`config.mk`:
```
export PLATFORM = sky130hd
export DESIGN_NAME = decoder_seq
export DESIGN_NICKNAME = d
export VERILOG_FILES = /design/src/rtl/decoder_seq.sv
export SDC_FILE = /design/constraint.sdc
export NUM_CORES = 1
export LEC_CHECK = 0
export CORE_UTILIZATION = 43
export DETAILED_ROUTE_END_ITERATION = 8
export PLACE_DENSITY_LB_ADDON = 0.2
export SYNTH_ARGS = -nofsm -noshare
export SYNTH_HDL_FRONTEND = slang
export SYNTH_SLANG_ARGS = --single-unit
```
`constraint.sdc`:
```
create_clock -name clk_i -period 1.8 [get_ports clk_i]
set_clock_uncertainty 0.2 [all_clocks]
set_input_delay 0.18 -clock clk_i [delete_from_list [all_inputs] [get_ports clk_i]]
set_output_delay 0.18 -clock clk_i [all_outputs]
set_load 0.03 [all_outputs]
```
`src/rtl/decoder_seq.sv`:
```
// Registered binary-to-one-hot decoder with a dwell timer and optional scan-through-all-lines mode.
// Define DECODER_SEQ_SCAN_EN to build scan mode; otherwise every command runs in single mode.
module decoder_seq #(
    parameter int unsigned SEL_W = 3,
    parameter int unsigned LEN_W = 8
) (
    input  logic                  clk_i,
    input  logic                  rst_ni,
    input  logic                  in_valid_i,
    output logic                  in_ready_o,
    input  logic [SEL_W-1:0]      in_sel_i,
    input  logic [LEN_W-1:0]      in_len_i,
    input  logic                  in_mode_i,
    input  logic                  abort_i,
    output logic [2**SEL_W-1:0]   out_onehot_o,
    output logic                  out_valid_o,
    output logic                  busy_o,
    output logic                  done_o
);

    localparam int unsigned OUT_W = 2**SEL_W;

    typedef enum logic [0:0] {StIdle, StDrive} state_e;

    state_e           state_q, state_d;
    logic [SEL_W-1:0] idx_q, idx_d;
    logic [LEN_W-1:0] reload_q, reload_d;
    logic [LEN_W-1:0] dwell_q, dwell_d;
    logic [OUT_W-1:0] onehot_q, onehot_d;
    logic [LEN_W-1:0] len_m1;
    logic             last_step;
    logic             done;

`ifdef DECODER_SEQ_SCAN_EN
    localparam logic [SEL_W:0] StepLast = (SEL_W+1)'(OUT_W - 1);

    logic             mode_q, mode_d;
    logic [SEL_W:0]   step_q, step_d;

    assign last_step = ~mode_q | (step_q == StepLast);
`else
    logic unused_mode;

    assign unused_mode = in_mode_i;
    assign last_step   = 1'b1;
`endif

    // A zero length behaves as a one-cycle dwell.
    assign len_m1 = (in_len_i == '0) ? '0 : in_len_i - LEN_W'(1);

    always_comb begin
        state_d  = state_q;
        idx_d    = idx_q;
        reload_d = reload_q;
        dwell_d  = dwell_q;
        done     = 1'b0;
`ifdef DECODER_SEQ_SCAN_EN
        mode_d   = mode_q;
        step_d   = step_q;
`endif
        case (state_q)
            StIdle: begin
                if (in_valid_i && !abort_i) begin
                    state_d  = StDrive;
                    idx_d    = in_sel_i;
                    reload_d = len_m1;
                    dwell_d  = len_m1;
`ifdef DECODER_SEQ_SCAN_EN
                    mode_d   = in_mode_i;
                    step_d   = '0;
`endif
                end
            end
            StDrive: begin
                if (abort_i) begin
                    state_d = StIdle;
                end else if (dwell_q != '0) begin
                    dwell_d = dwell_q - LEN_W'(1);
                end else if (last_step) begin
                    done    = 1'b1;
                    state_d = StIdle;
                end else begin
                    // Index width equals log2(OUT_W), so the add wraps naturally.
                    idx_d   = idx_q + SEL_W'(1);
                    dwell_d = reload_q;
`ifdef DECODER_SEQ_SCAN_EN
                    step_d  = step_q + (SEL_W+1)'(1);
`endif
                end
            end
            default: state_d = StIdle;
        endcase

        onehot_d = (state_d == StDrive) ? (OUT_W'(1) << idx_d) : '0;
    end

    always_ff @(posedge clk_i or negedge rst_ni) begin
        if (!rst_ni) begin
            state_q  <= StIdle;
            idx_q    <= '0;
            reload_q <= '0;
            dwell_q  <= '0;
            onehot_q <= '0;
`ifdef DECODER_SEQ_SCAN_EN
            mode_q   <= 1'b0;
            step_q   <= '0;
`endif
        end else begin
            state_q  <= state_d;
            idx_q    <= idx_d;
            reload_q <= reload_d;
            dwell_q  <= dwell_d;
            onehot_q <= onehot_d;
`ifdef DECODER_SEQ_SCAN_EN
            mode_q   <= mode_d;
            step_q   <= step_d;
`endif
        end
    end

    assign in_ready_o   = (state_q == StIdle) & ~abort_i;
    assign out_onehot_o = onehot_q;
    assign out_valid_o  = (state_q == StDrive);
    assign busy_o       = (state_q == StDrive);
    assign done_o       = done;

endmodule

```
Word-level counts from Yosys, hierarchy flattened:

Cells that the tools add are included.

* $add $sub $neg: 2
* equal/unequal tests: 3
* shift-type cells: 1
* mux-type cells: 15
* bitwise logic cells: 3
* reduce and logical (&&, ||, !) cells: 5

Operators with widths (count)
* 8-bit 2-to-1 mux: 5
* 8-bit case mux with 2 select lines: 1
* 8-bit by 1-bit subtractor with 8-bit output, second input constant: 2
* 8-bit logical NOT: 1
* 8-bit nonzero test: 1
* 1-bit by 3-bit << shifter with 8-bit output, first input constant: 1
* 1-bit 2-to-1 mux: 6
* 3-bit case mux with 2 select lines: 1
* 2-bit != test, second input constant: 2
* 3-bit 2-to-1 mux: 1
* 3-bit AND reduction: 1
* 2-bit by 1-bit != test with 1-bit output, second input constant: 1
* 1-bit inverter: 2
* 1-bit case mux with 2 select lines: 1
* 1-bit AND: 1
* 1-bit logical AND: 1
* 1-bit logical NOT: 1

* flip-flop bits (word level): 20
* bits of input ports: 16

Longest topological paths before layout:

* depth in word-level cells: 6
* depth in mapped cells: 7

Worst setup path before layout:

Ideal clock, no wire load.

* path kind: register to register
* start: register state_q (netlist: busy_o)
* end: register dwell_q[1]
* arrival: 1595 ps
* required time: 1473 ps
* slack: -123 ps
* cell stages (with the launch flop): 6
* cell sequence: dfrtp_1 > buf_6 > nor2b_4 > a311o_1 > inv_2 > mux2_1

* longest elaborated chain between the ends: 3
* elaborated cells between the ends (all ways): 6
* classes of those cells: eq/ne: 3; mux: 1; bitwise: 1; reduce/logical: 1

Ends and longest elaborated chain
* start: declaration: RTL line 25 `state_e state_q, state_d;`
* start signal: assignment: RTL line 99 `state_q <= StIdle;`
* start signal: assignment: RTL line 109 `state_q <= state_d;`
* 1-bit inverter
* 2-bit != test (no line)
* 3-bit AND reduction (no line)
* end signal: assignment: RTL line 112 `dwell_q <= dwell_d;`
* end: declaration: RTL line 28 `logic [LEN_W-1:0] dwell_q, dwell_d;`

Parallel ways exist; a longest one is shown, timed or not.
A chain may end at the register's enable or synchronous reset.

Worst setup path after layout:

* start: register dwell_q[6]
* end: register dwell_q[7]

* longest elaborated chain between the ends: 4
* elaborated cells between the ends (all ways): 7
* classes of those cells: add/sub: 1; eq/ne: 1; mux: 3; reduce/logical: 2

Ends and longest elaborated chain
* 8-bit by 1-bit subtractor with 8-bit output: RTL line 78 `dwell_d = dwell_q - LEN_W'(1);`
* 8-bit 2-to-1 mux: RTL line 77 `end else if (dwell_q != '0) begin`
* 8-bit 2-to-1 mux: RTL line 75 `if (abort_i) begin`
* 8-bit case mux with 2 select lines: RTL line 61 `case (state_q)`

Parallel ways exist; a longest one is shown, timed or not. The select of a mux whose other input is x is not followed.

==> impl_metrics.tcl <==
set metrics [dict create \
    clk_latency_ns 0.31 \
    nNetsFinal 199 \
    r2r_start "dwell_q[6]$_DFFE_PN0P_" \
    critPathRequiredTime_ns 1.82 \
    cp.arrival_ns 1.89 \
    hpwl_um 2280 \
    fillers 176 \
    synth_compound_area_frac 0.163 \
    slew_violations 0 \
    holdPathEnd "idx_q[1]$_DFF_PN0_" \
    num_antenna_cells 0 \
    initial_core_util 0.458 \
    drtIter0Drc 29 \
    muxShareOfSynthArea 0.0563 \
    synthSimpleGateAreaFrac 0.220 \
    first_pass_iters 4 \
    clockRootBuffer "clkbuf_4" \
    clk_pin_slew_worst_paths_ns 0.12 \
    reg2reg_to "dwell_q[7]$_DFFE_PN0P_" \
    htreeDepth 1 \
    tightest_slew_ns 0.387 \
    antenna_found_initial 0 \
    violations "setup timing" \
    async_reset_ff_frac 1.00 \
    gr-total-overflow 0 \
    fp-row-count 18 \
    grt_max_degree 21 \
    crit_path_end_kind "flip-flop" \
    yosys.area_share.xor_xnor 0.0155 \
    syn_area_per_cell_um2 9.69 \
    holdPathStages 2 \
    ys_ff_latch 20 \
    r2r.worst_path.cells 6 \
    track_usage 0.252 \
    final_core_util 0.756 \
    syn_nets 137 \
    io_buffers 26 \
    dp_cells 197 \
    max_cap_viol_count 0 \
    stdcell_count 208 \
    die_area_um2 2850 \
    grt_pass1_vias 1097 \
    yosysSeqAreaShare 0.442 \
    num_vias 1132 \
    synthFlopType "dfrtp_1" \
    synth_fa_ha_area_frac 0.0442 \
    final-setup-viol-count 7 \
    ys_types 41 \
    wl_um 3170 \
    cts_tree "done" \
    critPathLaunch "dwell_q[6]$_DFFE_PN0P_" \
    grt_pass1_wl_um 4930 \
    synth-edff-count 0 \
    final_common_cell "buf_4" \
    drive_above_1_share 0.404 \
    synthCells 117 \
    drc 0 \
    path_class "reg -> reg" \
    io_pins 28 \
    cts_buffers 3 \
    fp.dieH_um 53.3 \
    clockBufferDepth 2 \
    outcome "finished, violations left" \
    start_kind "flip-flop" \
    synth-warning-count 0 \
    hold_class "in -> reg" \
    core_um2 2480 \
    slew_headroom 0.740 \
    power_leakage_uw 0.000836 \
    fin_crit_ns 1.87 \
    powerDensity_nw_per_um2 790 \
    cp_max_fo 4 \
    final_hold_viol_count 0 \
    max_freq_mhz 534 \
    wl_per_cell_um 15.2 \
    syn_to_final_growth_pct 65.2 \
    dieWidth_um 53.3 \
    ff2ff_setup_slack_ns -0.07 \
    via_per_inst 5.44 \
    fin_ws_ns -0.0737 \
    syn_area_um2 1130 \
    irDropWorstVdd_uv 652 \
    gp_congestion 0.869 \
    rsz0062_at_grt "true" \
    postRouteAntennaNets 0 \
    worstHoldStart "in_sel_i[1]" \
    fin_crit_sh 1.04 \
    clock-sinks 20 \
    synth_top_family_by_area "simple AND/OR/NAND/NOR gates" \
    layout_common_cells "buf_4, clkdlybuf4s50_1, dfrtp_1, nor2_1" \
]
## layout make-up
type / count / area, um^2 / share of cell area
Sequential cell: 20 / 502 / 0.268
Clock buffer: 4 / 36.3 / 0.0194
Tap cell: 30 / 37.5 / 0.0200
Timing Repair Buffer: 60 / 526 / 0.281
Inverter: 10 / 37.5 / 0.0200
Multi-Input combinational cell: 84 / 734 / 0.392
## through the flow
| stage | TNS [ns] | hold WS, ns | area, um^2 | total power (uW) | setup WS, ns |
|---|---|---|---|---|---|
| 6_report | -0.197 | 0.388 | 1870 | 1480 | -0.0737 |
| 5_1_grt | -1.54 | 0.380 | 1870 | 1570 | -0.185 |
| 4_1_cts | -0.177 | 0.319 | 1750 | 1400 | -0.0927 |
| 3_5_place_dp | -3.11 | 0.299 | 1610 | 1060 | -0.328 |
| 3_3_place_gp | -2.29 | 0.293 | 1610 | 1040 | -0.249 |
| 2_1_floorplan | -0.0259 | -0.316 | 1140 | 833 | -0.0259 |
## Yosys cell counts (all sizes together) (3+ instances only)
cell   count  area share
dfrtp     20        0.44
nand2     11       0.036
nor2      16       0.053
inv       10       0.033
a21oi      4       0.018
nor3       3       0.013
ha         4       0.044
mux2i      3       0.026
mux2       3       0.030
o21ai      8       0.035
buf        3       0.026
## power breakdown
part           total [uW]  switching, uW  internal [uW]
Combinational         626            312            314
Clock                 270            146            124
Sequential            585           68.8            516
## registers in the layout (all words and copies together) (netlist names)
signal / flops
dwell_q: 8
idx_q: 3
out_onehot_o: 8
busy_o: 1
## worst max-delay path: stages (launching register included)
cell,delay (ns)
dfrtp_1,0.43
nor4_4,0.31
buf_4,0.15
a311o_1,0.22
inv_2,0.09
buf_6,0.13
o221a_4,0.24
## metal layers
| layer | wire (um) | vias to the layer above | track usage |
|---|---|---|---|
| met5 | 0 | - | 0 |
| li1 | - | 544 | - |
| met4 | 57 | 0 | 0.0965 |
| met2 | 1620 | 34 | 0.433 |
| met3 | 132 | 9 | 0.0603 |
| met1 | 1360 | 545 | 0.296 |
## cells by family after synthesis
logic type | after synthesis
simple gates | 45
compound gates | 27
flops | 20
buf+inv | 13
mux | 6
fa+ha+maj | 4
xor+xnor | 2
## worst max path at each step
stage	to	slack [ns]	depth (start not counted)
after floorplan	dwell_q[1]$_DFFE_PN0P_	-0.03	5
after global placement	dwell_q[7]$_DFFE_PN0P_	-0.25	6
after detailed placement	dwell_q[1]$_DFFE_PN0P_	-0.33	8
after CTS	done_o	-0.09	5
after global routing	done_o	-0.18	5
final	dwell_q[7]$_DFFE_PN0P_	-0.07	6
## repair_timing
action | CTS | global route
gates resized for setup | 18 | 27
setup buffers | 5 | 2
endpoints found under the setup margin | 13 | 16
gates cloned | 0 | 0
hold endpoints to repair | 6 | 0
hold buffers | 1 | 0
pin swaps | 4 | 9
Note: power is estimated with default switching activity, not from simulation.
